<file path="src/rtl/display_pkg.sv">
`default_nettype none
// ============================================================================
// Module      : display_pkg
// Description : Shared types and constants for the reaction-game display
//               sequencer: screen state encoding, difficulty mode codes,
//               the "no best score yet" sentinel and a small sizing helper.
// Revision    : 1.0 - initial release
// ============================================================================
package display_pkg;

    typedef enum logic [2:0] {
        MENU   = 3'd0,
        LIVE   = 3'd1,
        RESULT = 3'd2,
        BEST   = 3'd3,
        FAULT  = 3'd4
    } state_t;

    localparam logic [1:0] MODE_EASY = 2'b00;
    localparam logic [1:0] MODE_REG  = 2'b01;
    localparam logic [1:0] MODE_HARD = 2'b10;
    localparam logic [1:0] MODE_BAD  = 2'b11;

    // Largest representable 13-bit value doubles as "no score recorded".
    localparam logic [12:0] NO_SCORE = 13'd8191;

    function automatic int max3(input int a, input int b, input int c);
        int m;
        m = (a > b) ? a : b;
        return (m > c) ? m : c;
    endfunction

endpackage
`default_nettype wire

</file>
<file path="src/rtl/hold_timer.sv">
`default_nettype none
// ============================================================================
// Module      : hold_timer
// Description : Screen-duration up-counter with synchronous clear, terminal
//               count compare and a blink phase that toggles every
//               BLINK_HALF cycles, restarting low on every clear.
// Ports       : clk      - clock
//               rst      - asynchronous active-high reset
//               clear    - restart count and blink phase this cycle
//               terminal - count value that raises done
//               done     - current count equals terminal
//               blink_d  - blink value that will be held after this edge
// Revision    : 1.0 - initial release
// ============================================================================
module hold_timer #(
    parameter int TIMER_W    = 10,
    parameter int BLINK_HALF = 125
) (
    input  logic               clk,
    input  logic               rst,
    input  logic               clear,
    input  logic [TIMER_W-1:0] terminal,
    output logic               done,
    output logic               blink_d
);

    localparam int             BW         = (BLINK_HALF > 1) ? $clog2(BLINK_HALF) : 1;
    localparam logic [BW-1:0]  BLINK_LAST = BW'(BLINK_HALF - 1);

    logic [TIMER_W-1:0] count_q, count_d;
    logic [BW-1:0]      phase_q, phase_d;
    logic               blink_q;

    always_comb begin
        count_d = count_q + 1'b1;
        phase_d = phase_q + 1'b1;
        blink_d = blink_q;
        if (clear) begin
            count_d = '0;
            phase_d = '0;
            blink_d = 1'b0;
        end else if (phase_q == BLINK_LAST) begin
            phase_d = '0;
            blink_d = ~blink_q;
        end
    end

    assign done = (count_q == terminal);

    always_ff @(posedge clk or posedge rst) begin
        if (rst) begin
            count_q <= '0;
            phase_q <= '0;
            blink_q <= 1'b0;
        end else begin
            count_q <= count_d;
            phase_q <= phase_d;
            blink_q <= blink_d;
        end
    end

endmodule
`default_nettype wire

</file>
<file path="src/rtl/display_sequencer.sv">
`default_nettype none
// ============================================================================
// Module      : display_sequencer
// Description : Owns the number/select/mode inputs of the 4-digit display
//               driver. Arbitrates mode banner, live timer, timed result
//               readout, per-mode best score and a blinking early-press
//               fault screen; keeps one minimum reaction time per mode.
// Ports       : clk_500Hz    - clock
//               rst          - asynchronous active-high reset
//               mode_sel     - difficulty switches (11 is ignored)
//               game_active  - high while a round runs
//               live_time    - running reaction timer (ms)
//               result_valid - pulse: valid reaction, result_time sampled
//               result_time  - reaction time (ms)
//               early_fault  - pulse: player pressed too early
//               clear_best   - pulse: forget all best scores
//               number       - value to display
//               select       - 0 = mode banner, 1 = number
//               mode         - latched difficulty mode
//               busy         - a timed screen (RESULT/BEST/FAULT) is up
//               new_best     - the shown result set a new best
//               best_time    - best score of the current mode
// Revision    : 1.0 - initial release
// ============================================================================
module display_sequencer
    import display_pkg::*;
#(
    parameter int HOLD_TICKS  = 1000,
    parameter int FAULT_TICKS = 1000,
    parameter int BLINK_HALF  = 125
) (
    input  logic        clk_500Hz,
    input  logic        rst,
    input  logic [1:0]  mode_sel,
    input  logic        game_active,
    input  logic [12:0] live_time,
    input  logic        result_valid,
    input  logic [12:0] result_time,
    input  logic        early_fault,
    input  logic        clear_best,
    output logic [12:0] number,
    output logic        select,
    output logic [1:0]  mode,
    output logic        busy,
    output logic        new_best,
    output logic [12:0] best_time
);

    localparam int                 TIMER_W    = $clog2(max3(HOLD_TICKS, FAULT_TICKS, BLINK_HALF));
    localparam logic [TIMER_W-1:0] HOLD_LAST  = TIMER_W'(HOLD_TICKS - 1);
    localparam logic [TIMER_W-1:0] FAULT_LAST = TIMER_W'(FAULT_TICKS - 1);

    state_t             state_q, state_d;
    logic [1:0]         mode_q, mode_d;
    logic [12:0]        result_q, result_d;
    logic [12:0]        best_q [3];
    logic [12:0]        best_d [3];
    logic [12:0]        number_q, number_d;
    logic               select_q, select_d;
    logic               busy_q, busy_d;
    logic               new_best_q, new_best_d;
    logic [12:0]        best_time_q, best_time_d;

    logic               accept;
    logic               restart;
    logic               timer_clear;
    logic               timer_done;
    logic               blink_d;
    logic               beats_best;
    logic [12:0]        best_cur;
    logic [12:0]        best_view;
    logic [TIMER_W-1:0] terminal;

    assign terminal    = (state_q == FAULT) ? FAULT_LAST : HOLD_LAST;
    // Any state change, or a same-state restart, begins a fresh screen.
    assign timer_clear = (state_d != state_q) || restart;

    hold_timer #(
        .TIMER_W    (TIMER_W),
        .BLINK_HALF (BLINK_HALF)
    ) u_hold_timer (
        .clk      (clk_500Hz),
        .rst      (rst),
        .clear    (timer_clear),
        .terminal (terminal),
        .done     (timer_done),
        .blink_d  (blink_d)
    );

    // Next screen: early_fault beats result_valid beats everything else.
    always_comb begin
        state_d = state_q;
        restart = 1'b0;
        accept  = 1'b0;
        if (early_fault) begin
            state_d = FAULT;
            restart = 1'b1;
        end else if (result_valid && (state_q != FAULT)) begin
            state_d = RESULT;
            restart = 1'b1;
            accept  = 1'b1;
        end else if (clear_best && (state_q == BEST)) begin
            state_d = MENU;
        end else begin
            case (state_q)
                MENU:    if (game_active)  state_d = LIVE;
                LIVE:    if (!game_active) state_d = MENU;
                RESULT:  if (timer_done)   state_d = BEST;
                BEST:    if (timer_done)   state_d = MENU;
                FAULT:   if (timer_done)   state_d = MENU;
                default: state_d = MENU;
            endcase
        end
    end

    // Mode latch, best-score bookkeeping and registered output values.
    always_comb begin
        mode_d = mode_q;
        if ((state_q == MENU) && !game_active && (mode_sel != MODE_BAD)) begin
            mode_d = mode_sel;
        end

        // The clear is applied before the comparison so a result arriving
        // together with clear_best always becomes the new best.
        best_cur = NO_SCORE;
        for (int i = 0; i < 3; i++) begin
            best_d[i] = clear_best ? NO_SCORE : best_q[i];
            if (2'(i) == mode_q) begin
                best_cur = best_d[i];
            end
        end
        beats_best = (result_time < best_cur);

        result_d   = result_q;
        new_best_d = (state_d == RESULT) ? new_best_q : 1'b0;
        if (accept) begin
            result_d   = result_time;
            new_best_d = beats_best;
            for (int i = 0; i < 3; i++) begin
                if (beats_best && (2'(i) == mode_q)) begin
                    best_d[i] = result_time;
                end
            end
        end

        best_view = NO_SCORE;
        for (int i = 0; i < 3; i++) begin
            if (2'(i) == mode_d) begin
                best_view = best_d[i];
            end
        end

        number_d    = '0;
        select_d    = 1'b0;
        busy_d      = 1'b0;
        best_time_d = best_view;
        case (state_d)
            LIVE: begin
                number_d = live_time;
                select_d = 1'b1;
            end
            RESULT: begin
                number_d = result_d;
                select_d = 1'b1;
                busy_d   = 1'b1;
            end
            BEST: begin
                number_d = best_view;
                select_d = 1'b1;
                busy_d   = 1'b1;
            end
            FAULT: begin
                // Blink low shows a blank zero, blink high shows the banner.
                select_d = ~blink_d;
                busy_d   = 1'b1;
            end
            default: ;
        endcase
    end

    always_ff @(posedge clk_500Hz or posedge rst) begin
        if (rst) begin
            state_q     <= MENU;
            mode_q      <= MODE_EASY;
            result_q    <= '0;
            for (int i = 0; i < 3; i++) begin
                best_q[i] <= NO_SCORE;
            end
            number_q    <= '0;
            select_q    <= 1'b0;
            busy_q      <= 1'b0;
            new_best_q  <= 1'b0;
            best_time_q <= NO_SCORE;
        end else begin
            state_q     <= state_d;
            mode_q      <= mode_d;
            result_q    <= result_d;
            for (int i = 0; i < 3; i++) begin
                best_q[i] <= best_d[i];
            end
            number_q    <= number_d;
            select_q    <= select_d;
            busy_q      <= busy_d;
            new_best_q  <= new_best_d;
            best_time_q <= best_time_d;
        end
    end

    assign number    = number_q;
    assign select    = select_q;
    assign mode      = mode_q;
    assign busy      = busy_q;
    assign new_best  = new_best_q;
    assign best_time = best_time_q;

endmodule
`default_nettype wire

</file>
<file path="config.mk">
export PLATFORM = sky130hd
export DESIGN_NAME = display_sequencer
export DESIGN_NICKNAME = d
export VERILOG_FILES = /design/src/rtl/display_pkg.sv /design/src/rtl/hold_timer.sv /design/src/rtl/display_sequencer.sv
export SDC_FILE = /design/constraint.sdc
export NUM_CORES = 1
export LEC_CHECK = 0
export CORE_MARGIN = 10
export CORE_UTILIZATION = 51
export DETAILED_ROUTE_END_ITERATION = 10
export PLACE_DENSITY_LB_ADDON = 0.08
export SYNTH_ARGS = -nofsm -noshare
export SYNTH_HDL_FRONTEND = slang
export SYNTH_SLANG_ARGS = --single-unit
</file>
<file path="constraint.sdc">
create_clock -name clk_500Hz -period 3.4 [get_ports clk_500Hz]
set_clock_uncertainty 0.15 [all_clocks]
set_input_delay 0.85 -clock clk_500Hz [delete_from_list [all_inputs] [get_ports clk_500Hz]]
set_output_delay 0.85 -clock clk_500Hz [all_outputs]
set_load 0.02 [all_outputs]
</file>
=== After elaboration in Yosys (flattened, before gate mapping) ===
Index checks and enable logic that the tools add are counted.

* Equality and inequality tests: 18
* Add/sub/neg operators: 2
* Shifts and indexed selects: 0
* Reductions and logical operators: 15
* Divide/modulo/power cells: 0
* Bitwise logic cells: 2
* Magnitude comparators: 1
* Mux-type cells: 36
* Multipliers: 0

{| class="wikitable"
|+ Operator list
! operator !! count
|-
| 13-bit two-way mux || 13
|-
| 39-bit two-way mux || 1
|-
| 13-bit one-hot mux with 3 select lines || 1
|-
| 3-bit two-way mux || 7
|-
| 7-bit two-way mux || 2
|-
| 13-bit < comparator || 1
|-
| 3-bit by 2-bit == test with 1-bit output (second input constant) || 4
|-
| 3-bit one-hot mux with 4 select lines || 1
|-
| 10-bit by 1-bit adder with 10-bit output (second input constant) || 1
|-
| 10-bit == test (second input constant) || 1
|-
| 10-bit two-way mux || 1
|-
| 1-bit two-way mux || 8
|-
| 7-bit by 1-bit adder with 7-bit output (second input constant) || 1
|-
| 7-bit == test (second input constant) || 1
|-
| 1-bit logical AND || 7
|-
| 3-bit by 1-bit == test with 1-bit output (second input constant) || 2
|-
| 3-bit == test (second input constant) || 2
|-
| 3-bit OR reduction || 2
|-
| 1-bit by 2-bit == test with 1-bit output (first input constant) || 2
|-
| 2-bit == test (first input constant) || 2
|-
| 2-bit logical NOT || 2
|-
| 2-bit inequality test (second input constant) || 2
|-
| 3-bit logical NOT || 1
|-
| 3-bit inequality test || 1
|-
| other kinds (7) || 8
|}

* Output and inout bits: 31
* Memories kept: 0
* Flip-flop bits (word level): 104
* Latch bits: 0
* ROM bits: 0
* Word-level logic and storage cells: 88
* Memory bits (writable): 0
* Input port bits: 34

=== Depth between registers and ports, before layout ===
* Depth after elaboration: 12
* Gate-level depth with buffers: 15
* Gate-level depth less buffers: 11

=== Hierarchy ===
Synthesis repeated with hierarchy kept, for this count alone.

* Cells, all modules: 546
* Area total of the unflattened synthesis: 5541.6 sq um

{| class="wikitable"
|+ Modules (own cells, without submodules)
! module !! times used !! sequential area each (sq um) !! area an instance (sq um) !! cells each
|-
| display_sequencer || 1 || 2217.1 || 4589.4 || 449
|-
| hold_timer || 1 || 450.4 || 952.2 || 97
|}

=== Worst setup path after synthesis ===
OpenSTA, ideal clock, no wires.

* Kind: input port to flip-flop
* Start point: input port clear_best
* End point: register number_q[10], in the netlist number[10]
* Stages on the path: 13
* Slack: -0.613 ns
* Data arrival time: 3.720 ns
* Setup time: 0.143 ns
* Buffers on the path: 4
* Data required time: 3.107 ns
* Cell sequence: clkbuf_1 -> clkbuf_1 -> clkbuf_1 -> nor2_1 -> ha_1 -> a211oi_1 -> o2111ai_1 -> a211oi_2 -> nand3_4 -> mux2_2 -> buf_6 -> o221ai_2 -> o221ai_1

* Cells in the longest elaborated chain, start to end: 12
* Elaborated cells on any way between the ends: 25
* Those cells by class: order compare (1); eq/ne (3); mux (17); reduce/logical (4)

{| class="wikitable"
|+ Ends and longest elaborated chain
! element !! line !! source
|-
| start: declaration || display_sequencer.sv:40 || <nowiki>input logic clear_best,</nowiki>
|-
| 13-bit two-way mux || display_sequencer.sv:127 || <nowiki>best_d[i] = clear_best ? NO_SCORE : best_q[i];</nowiki>
|-
| 13-bit two-way mux (3 in a row) || display_sequencer.sv:128 || <nowiki>if (2'(i) == mode_q) begin</nowiki>
|-
| 13-bit < comparator || display_sequencer.sv:132 || <nowiki>beats_best = (result_time < best_cur);</nowiki>
|-
| 1-bit logical AND || display_sequencer.sv:140 || <nowiki>if (beats_best && (2'(i) == mode_q)) begin</nowiki>
|-
| 13-bit two-way mux || display_sequencer.sv:140 ||
|-
| 39-bit two-way mux || display_sequencer.sv:136 || <nowiki>if (accept) begin</nowiki>
|-
| 13-bit two-way mux (3 in a row) || display_sequencer.sv:148 || <nowiki>if (2'(i) == mode_d) begin</nowiki>
|-
| 13-bit one-hot mux with 3 select lines (*) || display_sequencer.sv:157 || <nowiki>case (state_d)</nowiki>
|-
| named net number_d[10] || display_sequencer.sv:58 || <nowiki>logic [12:0] number_q, number_d;</nowiki>
|-
| end signal: assignment || display_sequencer.sv:201 || <nowiki>number_q <= number_d;</nowiki>
|-
| end: declaration || display_sequencer.sv:58 ||
|}

The timed path passes the listed nets; every way through them passes the cells marked *.
A chain may end at the register's enable or synchronous reset.

=== Final worst setup path ===
* Start point: register mode_q[0], in the netlist mode[0]
* End point: register number_q[7], in the netlist number[7]

* Cells in the longest elaborated chain, start to end: 12
* Elaborated cells on any way between the ends: 22
* Those cells by class: order compare (1); eq/ne (4); mux (12); reduce/logical (5)

{| class="wikitable"
|+ Ends and longest elaborated chain
! element !! line !! source
|-
| start: declaration || display_sequencer.sv:54 || <nowiki>logic [1:0] mode_q, mode_d;</nowiki>
|-
| start signal: assignment || display_sequencer.sv:196 || <nowiki>mode_q <= mode_d;</nowiki>
|-
| 2-bit logical NOT || display_sequencer.sv:128, display_sequencer.sv:140 ||
|-
| 13-bit two-way mux (3 in a row) || display_sequencer.sv:128 ||
|-
| 13-bit < comparator || display_sequencer.sv:132 ||
|-
| 1-bit logical AND || display_sequencer.sv:140 ||
|-
| 13-bit two-way mux || display_sequencer.sv:140 ||
|-
| 39-bit two-way mux || display_sequencer.sv:136 ||
|-
| 13-bit two-way mux (2 in a row) || display_sequencer.sv:148 ||
|-
| 13-bit two-way mux (*) || display_sequencer.sv:148 ||
|-
| 13-bit one-hot mux with 3 select lines (*) || display_sequencer.sv:157 ||
|-
| named net number_d[7] || display_sequencer.sv:58 ||
|}

Marked as above.

==> summary.md <==
| Metric | Value |
|---|---|
| Status | `complete, but fails checks` |
| Violated checks | `negative setup slack` |
| Post-synthesis mux area share | `0.0879` |
| Gr usage total | `0.214` |
| Final worst-path cycle share | `1.00` |
| Post-Syn Instances | `around 530` |
| Tightest Hold Check Type | `reg2reg` |
| Drt total wl | `between 15000 and 20000 µm` |
| Design Area, Final | `roughly 0.0073 mm²` |
| Max_cap viols | `0` |
| CTS Buf Count | `9` |
| Count of final setup violators | `1` |
| Hold Path Depth | `1` |
| Core Area | `approximately 0.010 mm²` |
| Fmax | `~0.29 GHz` |
| Setup ws final | `-0.000382 ns` |
| Die Area | `approximately 0.015 mm²` |
| Synth unique cells | `46` |
| Largest family of logic cells by synthesized area | `compound AO/OA/AOI/OAI gates` |
| RD Place Congestion | `0.908` |
| Post-synth EDFFs | `0` |
| Hold Buf Count CTS | `0` |
| Simple-Gate Fraction of Synth Area | `0.131` |
| Hold Crit Start | `u_hold_timer.count_q[0]` |
| Nets | `699` |
| Pwr Density | `between 400 and 500 mW/mm²` |
| Worst-margin pin slew | `0.599 ns` |
| FFs w/ async S/R, synth | `1.00` |
| First-pass GRT wire length | `roughly 25000 µm` |
| HPWL Detailed | `about 11000 µm` |
| Area Overhead vs Synth | `34.4%` |
| Effective utilization at floorplan | `0.525` |
| Number of global-route vias before repair | `between 4000 and 5000` |
| Rows | `37` |
| Worst skew pair latency | `roughly 0.40 ns` |
| DR WL/cell | `between 20 and 25 µm` |
| Antenna Nets Post-Route | `0` |
| Synth warn | `0` |
| Post-DP Area | `approximately 0.0067 mm²` |
| R2r setup slk | `-0.0004 ns` |
| Area share of fa/ha/maj cells after synthesis | `0.0346` |
| Post-layout util | `0.706` |
| Static leakage | `3.06 nW` |
| Critical Path AT | `3.51 ns` |
| Hold EP | `u_hold_timer.count_q[0]` |
| Startpoint Class | `flop` |
| Metal-1 WL | `6750 µm` |
| Die H | `~120 µm` |
| Worst R2R Start | `mode[0]` |
| Clk root buf | `clkbuf_8` |
| Worst endpoint required time | `between 3 and 4 ns` |
| Synth Register Bits | `104` |
| Reg clk slew, reported paths | `0.10 ns` |
| Synthesized Nets | `582` |
| Largest net degree at the start of global routing | `44` |
| Tmin final | `approximately 3.4 ns` |
| Buffers on Ports | `between 60 and 70` |
| Iteration-0 DRC Markers | `between 400 and 500` |
| Maximum vdd drop | `0.000348 V` |
| Via count | `4663` |
| Via density | `around 6` |
| CTS tree | `yes` |
| First drt pass iteration count | `6` |
| RSZ-0062 raised after global routing | `true` |
| Hold slack | `~0.33 ns` |
| Layout cells sized above 1 | `0.340` |
| Xor and xnor area share after synthesis | `0.0226` |
| Met3 Wirelength | `1170 µm` |
| Antenna diodes | `0` |
| Final Max Tran Viols | `0` |
| H-tree depth reported by CTS | `3` |
| # DRC | `0` |
| Total gr overflow | `0` |
| Critical R2R Capture | `number[7]` |
| Die span in x | `around 120 µm` |
| TritonCTS Sinks | `~100` |
| Fin. Hold Viols | `0` |
| Compound-gate portion of the synthesized area | `0.181` |
| Clock buffer depth | `2` |
| Post-synthesis sequential area ratio | `0.492` |
| FF-to-FF path depth | `14` |
| CP max FO | `6` |
| CP Capture Type | `flop` |
| Met2 WL | `between 7000 and 8000 µm` |
| I/O Pins | `65` |
| Avg Cell Area, Syn | `10.2 µm²` |
| Predominant post-synthesis flop cell | `dfstp_2` |
| Max layer used | `met4` |
| Total power draw | `approximately 0.003 W` |
| Initial antenna violation count | `0` |
| Relative slew slack | `0.600` |
| Worst setup path class | `reg2reg` |
| Cell Area, Synth | `between 0.005 and 0.006 mm²` |
## worst max path at each step
stage,from,endpoint,slack (ns),cells after the start
2_1_floorplan,clear_best,number[11],-0.13,13
3_3_place_gp,result_time[12],number[5],-0.16,9
3_5_place_dp,result_time[12],number[5],-0.22,9
4_1_cts,mode[0],number[1],0.008,14
5_1_grt,mode[0],number[2],-0.12,14
6_report,mode[0],number[7],-0.0004,14
## worst max-delay path, stage by stage (launching register included)
cell	delay [ns]
dfrtp_2	0.43
buf_4	0.17
nand2b_4	0.14
buf_6	0.13
o22a_1	0.20
nor2_2	0.15
ha_4	0.23
a211oi_2	0.22
o2111ai_2	0.15
a211oi_2	0.24
buf_4	0.20
nand3_4	0.12
mux2_4	0.39
o221ai_2	0.22
o221ai_1	0.13
## metal layers
metal / vias to the layer above / track usage
li1: 2145 / -
met1: 2321 / 0.282
met2: 181 / 0.336
met3: 16 / 0.0706
met4: 0 / 0.0451
met5: - / 0
## area by class of cell
type                       count  area [µm²]
sequential                   104        2670
tap                          136         170
clock inverter                 7         119
clock buffer                   9         124
fill                         719        3040
timing repair buffer         141        1320
multi-input combinational    365        2780
inverter                      29         113
## cells in the final DEF (no fill, tap or decap), types with 11 or more instances in the layout
| cell | instances |
|---|---|
| nor2_1 | 96 |
| buf_4 | 68 |
| clkdlybuf4s50_1 | 63 |
| dfstp_2 | 52 |
| dfrtp_1 | 51 |
| o21ai_0 | 40 |
| inv_1 | 28 |
| mux2_2 | 28 |
| nand3_1 | 21 |
| a21oi_1 | 16 |
| o22a_1 | 13 |
| a32oi_1 | 13 |
| o221ai_2 | 13 |
| o21ai_1 | 12 |
| ha_1 | 12 |
| nand2_1 | 11 |
## cell usage after synthesis, types with 3 or more instances
library cell | n | share of area
a21oi_1 | 18 | 0.017
a32oi_1 | 13 | 0.021
and3_1 | 4 | 0.0046
buf_2 | 7 | 0.0065
buf_6 | 3 | 0.0062
clkbuf_1 | 24 | 0.017
dfrtp_1 | 52 | 0.24
dfstp_2 | 52 | 0.25
ha_1 | 15 | 0.035
inv_1 | 29 | 0.020
mux2_2 | 29 | 0.060
mux2i_1 | 15 | 0.028
nand2_1 | 12 | 0.0083
nand2b_1 | 4 | 0.0046
nand3_1 | 22 | 0.020
nand4_1 | 3 | 0.0035
nor2_1 | 99 | 0.069
o21ai_0 | 53 | 0.049
o221ai_1 | 13 | 0.021
o221ai_2 | 11 | 0.030
o22a_1 | 13 | 0.021
xnor2_1 | 6 | 0.0097
xor2_1 | 8 | 0.013
## power breakdown
group          switching (W)  total, W  internal (W)
logic               0.000422  0.000739      0.000318
clock network       0.000449  0.000939      0.000490
registers          0.0000368   0.00140       0.00137
total               0.000908   0.00308       0.00217
## stage by stage
| step | setup slack [ns] | TNS, ns | instances |
|---|---|---|---|
| 2_1_floorplan | -0.125 | -1.46 | 533 |
| 3_3_place_gp | -0.161 | -2.31 | 767 |
| 3_5_place_dp | -0.216 | -3.60 | 767 |
| 4_1_cts | 0.00781 | 0 | 788 |
| 5_1_grt | -0.118 | -1.86 | 791 |
| 6_report | -0.000382 | -0.000382 | 791 |
## cell families after synthesis
family | Yosys count
AO/OA/AOI/OAI | 134
XOR/XNOR | 14
adder cells (fa/ha/maj) | 15
buffers and inverters | 65
flip-flops | 104
multiplexers | 44
AND/OR/NAND/NOR | 157
## state kept, by name, summed over array words and instances, names as in the netlist
register              flops
state_q                   3
busy                      1
best_time                13
best_q                   39
result_q                 13
mode                      2
select                    1
new_best                  1
u_hold_timer.blink_q      1
number                   13
u_hold_timer.phase_q      7
u_hold_timer.count_q     10
## what timing repair did
item,in CTS,in global routing
resized for setup,9,41
setup endpoints to repair,17,27
setup buffers,4,4
gates cloned,1,0
pin swaps,6,14
Note: power is estimated with default switching activity, not from simulation.
